### src/rtl/poci_keys_subsystem.sv
// POCI subsystem: address decoder (slave 0 = keys/switches, slave 1 exported) plus KEY/SW peripheral.
// Optional key-press edge capture, MASK register and irq are built when POCI_KEYS_EDGE_CAPTURE_EN is defined.
module poci_keys_subsystem (
  input  logic        pclk,
  input  logic        preset,
  input  logic [31:0] m_paddr,
  input  logic        m_pwrite,
  input  logic        m_psel,
  input  logic        m_penable,
  input  logic [31:0] m_pwdata,
  output logic [31:0] m_prdata,
  output logic [31:0] s1_paddr,
  output logic [31:0] s1_pwdata,
  output logic        s1_pwrite,
  output logic        s1_penable,
  output logic        s1_psel,
  input  logic [31:0] s1_prdata,
  input  logic [3:0]  key,
  input  logic [9:0]  sw,
  output logic        irq
);

  // Transfer handshake: psel alone is the setup phase, psel & penable is the access
  // phase; there are no wait states, so every access phase completes on the next
  // rising edge and a write (pwrite = 1) commits on exactly that edge.
  logic        hit0;
  logic        hit1;
  logic        s0_sel;
  logic [31:0] s0_rdata;
  logic [3:0]  key_s1;
  logic [3:0]  key_s;
  logic [9:0]  sw_s1;
  logic [9:0]  sw_s;
  logic [3:0]  edge_q;
  logic [3:0]  mask_q;

  assign hit0   = (m_paddr[31:12] == 20'h40000);
  assign hit1   = (m_paddr[31:12] == 20'h40001);
  assign s0_sel = m_psel & hit0;

  assign s1_psel    = m_psel & hit1;
  assign s1_paddr   = m_paddr;
  assign s1_pwdata  = m_pwdata;
  assign s1_pwrite  = m_pwrite;
  assign s1_penable = m_penable;

  // Keys reset to released (all ones) so no press is seen coming out of reset.
  always_ff @(posedge pclk or posedge preset) begin
    if (preset) begin
      key_s1 <= 4'hF;
      key_s  <= 4'hF;
      sw_s1  <= 10'h000;
      sw_s   <= 10'h000;
    end else begin
      key_s1 <= key;
      key_s  <= key_s1;
      sw_s1  <= sw;
      sw_s   <= sw_s1;
    end
  end

`ifdef POCI_KEYS_EDGE_CAPTURE_EN
  logic       s0_wr;
  logic [3:0] key_d3;
  logic [3:0] edge_clr;
  logic       irq_q;

  assign s0_wr    = s0_sel & m_penable & m_pwrite;
  assign edge_clr = (s0_wr && m_paddr[3:2] == 2'd2) ? m_pwdata[3:0] : 4'h0;

  // A newly detected press is OR-ed in after the clear, so set beats W1C.
  always_ff @(posedge pclk or posedge preset) begin
    if (preset) begin
      key_d3 <= 4'hF;
      edge_q <= 4'h0;
      mask_q <= 4'h0;
      irq_q  <= 1'b0;
    end else begin
      key_d3 <= key_s;
      edge_q <= (edge_q & ~edge_clr) | (key_d3 & ~key_s);
      if (s0_wr && m_paddr[3:2] == 2'd3) begin
        mask_q <= m_pwdata[3:0];
      end
      irq_q  <= |(edge_q & mask_q);
    end
  end

  assign irq = irq_q;
`else
  assign edge_q = 4'h0;
  assign mask_q = 4'h0;
  assign irq    = 1'b0;
`endif

  always_comb begin
    s0_rdata = 32'h0;
    case (m_paddr[3:2])
      2'd0:    s0_rdata = {28'b0, key_s};
      2'd1:    s0_rdata = {22'b0, sw_s};
      2'd2:    s0_rdata = {28'b0, edge_q};
      default: s0_rdata = {28'b0, mask_q};
    endcase
  end

  always_comb begin
    m_prdata = 32'h0;
    if (s0_sel) begin
      m_prdata = s0_rdata;
    end else if (s1_psel) begin
      m_prdata = s1_prdata;
    end
  end

endmodule

### config.mk
export PLATFORM = sky130hd
export DESIGN_NAME = poci_keys_subsystem
export DESIGN_NICKNAME = d
export VERILOG_FILES = /design/src/rtl/poci_keys_subsystem.sv
export SDC_FILE = /design/constraint.sdc
export NUM_CORES = 1
export LEC_CHECK = 0
export CORE_MARGIN = 10
export CORE_UTILIZATION = 30
export CTS_CLUSTER_SIZE = 12
export DETAILED_ROUTE_END_ITERATION = 10
export PLACE_DENSITY = 0.93
export SLEW_MARGIN = 10
export SYNTH_ARGS = -nofsm -noshare
export SYNTH_HDL_FRONTEND = slang
export SYNTH_SLANG_ARGS = --single-unit
### constraint.sdc
create_clock -name pclk -period 3.35 [get_ports pclk]
set_input_delay 0.8375 -clock pclk [delete_from_list [all_inputs] [get_ports pclk]]
set_output_delay 0.8375 -clock pclk [all_outputs]
set_load 0.01 [all_outputs]
==> Word-level counts from Yosys, hierarchy flattened <==
Index checks and enable logic that the tools add are counted.
W data, S select, Z words.
{ "word_totals": {"wordCells": 13, "regBits": 28, "input_bits": 115} }
{ "classes": {"n_reduce_logical": 1, "n_eq_ne": 3, "n_mux": 3, "bitwise": 2} }
{ "op_table": {"columns": ["op", "count"], "rows": [
  ["$mux W32", 2],
  ["$eq A20 B19 Y1 const B", 2],
  ["$pmux W10 S2", 1],
  ["$and A1 B1 Y1", 2],
  ["$eq A2 B1 Y1 const B", 1],
  ["$logic_not A2 Y1", 1]
]} }

==> Longest topological paths before layout <==
{ "logic_depth": {"ltp_word": 4, "depth_mapped": 4, "depth_no_buf": 3} }

==> Worst setup path after synthesis <==
OpenSTA, ideal clock, no wires.
{ "synth_path": {"kind": "input to output", "startpoint": "input m_paddr[25]", "endpoint": "output m_prdata[4]", "path_buffers": 1, "arrival_ns": 1.709, "slack_ns": 0.804, "cell_stages": 4, "required_ns": 2.513, "cell_sequence": "nor4_2 -> buf_2 -> nand4_1 -> a21oi_1"} }
{ "synth_between": {"elab_chain_cells": 4} }
{ "synth_lines": {"columns": ["element", "line", "source"], "rows": [
  ["start: declaration", "6", "input logic [31:0] m_paddr,"],
  ["$eq A20 B19 Y1", "38", "assign hit1 = (m_paddr[31:12] == 20'h40001);"],
  ["$and A1 B1 Y1", "41", "assign s1_psel = m_psel & hit1;"],
  ["$mux W32", "109", "end else if (s1_psel) begin"],
  ["$mux W32 (*)", "107", "if (s0_sel) begin"],
  ["end: declaration", "11", "output logic [31:0] m_prdata,"]
]} }
Every way passes the cells marked *; elsewhere a longest branch is shown, timed or not.

==> Worst setup path in the final report <==
{ "layout_path": {"startpoint": "input m_paddr[29]", "endpoint": "output m_prdata[6]"} }
Same word-level chain as after synthesis.

==> results.ini <==
[layout]
post-route-util_pct = 46.3
layout-drive-gt1-share_pct = 28.3
final_net_count = 374
diodes = 0
syn_to_final_growth_pct = 46.6

[floorplan]
start_util_pct = 31.6
die_area_um2 = 9930
num_rows = 28
core_area_um2 = 6030
pin_count = 215
die_w_um = 99.6
chipHeight_um = 99.6

[route]
post_drt_wl_per_cell_um = 16.8
firstDrtPassIters = 3
via_per_inst = 4.39
vias = 1461
drtAntennaViolNets = 0
drt-initial-drc-count = 17
routed_wl_um = 5580
drc = 0

[setup_path]
start_kind = input pin
path_class = input pin to output pin
required_ns = 2.51
cpPeakStageDelay_ns = 0.46
rr_worst_depth = 0
crit_fanout = 29
reg2reg_to = key_s[3]
crit_chain = clkdlybuf4s50_1 -> nor4b_4 -> nand4_4 -> buf_12 -> a21oi_1 -> clkdlybuf4s15_1
r2r-start = key_s1[3]
cp-end-kind = output pin
rrSetupSlack_ns = 2.77
slowest_stage = clkdlybuf4s50_1
cp.arrival_ns = 2.44

[sta]
setup_violations = 0
worst_pin_slew_ns = 0.957
timing.final.crit_period_ns = 3.27
max_slew_margin_pct = 36.2
finalMaxSlewViolations = 0
rsz0062_at_grt = true
fmax_mhz = 305
hold_viol = 0
fin_worst_skew_ns = 0.00143
fin_crit_sh_pct = 97.7
setup_slack_ns = 0.0763

[clock_network]
cts_inserted_buffers = 3
clk_pin_slew_ns = 0.08
numClockSinks = 28
htree_num_levels = 1
cts_tree = built
cts_root_buf = clkbuf_8
cts_buffer_depth = 2
clock_latency_ns = 0.26
cts_hold_buf = 0
cts_setup_buffers = 0

[power]
ir_drop_mv = 0.352
swShare_pct = 20.7
p_sw_mw = 0.150
p_seq_share_pct = 50.1
pwr-share-comb_pct = 23.6
power_density_nw_per_um2 = 259
internal_power_mw = 0.574
leakagePower_nw = 1.14
clock_power_share_pct = 26.3

[synthesis]
syn_nets = 308
synth_cell_types = 20
async_flop_share_pct = 100
ys_ff_latch = 28
syn_inst = 193
synth-edff-count = 0
synth_area_leader_cell = buf_4
yosysMostFrequentCell = buf_4
synth_top_cell_area_share_pct = 26.4
synth_area_um2 = 1900
synthTopCellsByArea = buf_4 26%, dfrtp_1 26%, dfstp_2 11%, nor3_2 10%, inv_1 4.5%
yosys_warnings = 0
synth_commonest_cells = 67 x buf_4, 23 x inv_1, 20 x dfrtp_1
synth_seq_area_share_pct = 37.3
synth.avg_cell_area_um2 = 9.86
ys.flop_type = dfrtp_1

[place]
dp_slack_ns = -0.344
io_buffers = 125
place.detailed.hpwl_um = 5020
routabilityCongestion = 0.737

[worst_hold_path]
hold_depth = 0
worstHoldEndpoint = sw_s[5]
hold_start = sw_s1[5]
hold_class = flip-flop to flip-flop

[global_route]
grt_overflow = 0
grt_pass1_wl_um = 8400
antenna_found_initial = 0
grt_usage_pct = 10.4
grt_pass1_vias = 1518
grt_max_degree = 30

[job]
max-cap-violations = 0

[status]
status = finished, final reports clean

[flip-flops by register name, indices dropped and copies added, names as in the netlist]
name	cells
sw_s1	10
key_s1	4
sw_s	10
key_s	4
[repair_timing]
item                                   4_1_cts  5_1_grt
resized for setup                           46       39
setup endpoints to repair                   33       28
pin swaps                                    1        1
endpoints found under the hold margin        0        0
[worst max-delay path by stage]
| stage | startpoint | to | cells after the start |
|---|---|---|---|
| global placement | m_paddr[25] | m_prdata[9] | 6 |
| detailed placement | m_paddr[17] | m_prdata[31] | 6 |
| floorplan | m_paddr[25] | m_prdata[4] | 4 |
| finish | m_paddr[29] | m_prdata[6] | 6 |
| CTS | m_paddr[18] | m_prdata[28] | 6 |
| global route | m_paddr[25] | m_prdata[6] | 6 |
[power groups by stage]
stage                     combinational, mW  sequential (mW)  clock [mW]
final                                 0.171            0.363       0.190
after global routing                  0.183            0.364       0.209
after CTS                             0.173            0.363       0.192
after detailed placement              0.172            0.369           0
after global placement                0.170            0.368           0
after floorplan                       0.112            0.368           0
[per-stage QoR]
| step | TNS, ns | cells | area [um2] | power, mW | hold slack (ns) |
|---|---|---|---|---|---|
| 6_report | 0 | 333 | 2790 | 0.724 | 0.352 |
| 5_1_grt | -0.0596 | 333 | 2790 | 0.756 | 0.360 |
| 4_1_cts | -0.0000258 | 333 | 2850 | 0.728 | 0.353 |
| 3_5_place_dp | -7.99 | 329 | 2810 | 0.542 | 0.335 |
| 3_3_place_gp | -7.05 | 329 | 2810 | 0.538 | 0.333 |
| 2_1_floorplan | 0 | 193 | 1900 | 0.480 | 0.331 |
[worst max-delay path: cells and delay by family]
kind	cells	cell delay, ns
and+or+nand+nor	2	0.50
buffers and inverters	3	0.95
AOI/OAI and AO/OA	1	0.14
[cell type report]
cell class / instances / area [um2]
Tap cell: 75 / 93.8
Timing Repair Buffer: 137 / 1280
Inverter: 23 / 86.3
Fill cell: 551 / 3240
Multi-Input combinational cell: 66 / 566
Sequential cell: 28 / 711
Clock buffer: 4 / 55.1
[metal layers]
| metal | GRT usage, % | routed length (um) | vias up |
|---|---|---|---|
| li1 | - | - | 686 |
| met1 | 10.9 | 2170 | 650 |
| met2 | 17.8 | 2610 | 121 |
| met3 | 6.02 | 785 | 4 |
| met4 | 1.65 | 17 | 0 |
| met5 | 0 | 0 | - |
[placed cells by master (no fill, tap or decap)]
master,instances
nand3_1,14
dfrtp_1,20
nor3_2,21
clkdlybuf4s15_1,9
buf_12,2
nand2_1,1
nand4_1,6
dfstp_2,8
buf_4,9
nor4b_4,2
a21oi_1,10
buf_2,2
inv_1,23
clkdlybuf4s50_1,92
conb_1,1
nor3_1,1
buf_6,1
clkbuf_2,15
nand4_4,1
clkdlybuf4s15_2,1
nor2_1,2
dlygate4sd2_1,6
mux2_2,4
clkbuf_8,4
nor4_4,3
[logic make-up (layout without fill, tap and decap cells)]
kind of cell	after synthesis	after routing	synth area share, %
AOI/OAI and AO/OA	10	10	2.63
buffers and inverters	99	164	33.9
DFF	28	28	37.3
muxes	4	4	2.37
other	1	1	0.197
and+or+nand+nor	51	51	23.5
No activity file was read; power rests on OpenSTA's default activity.
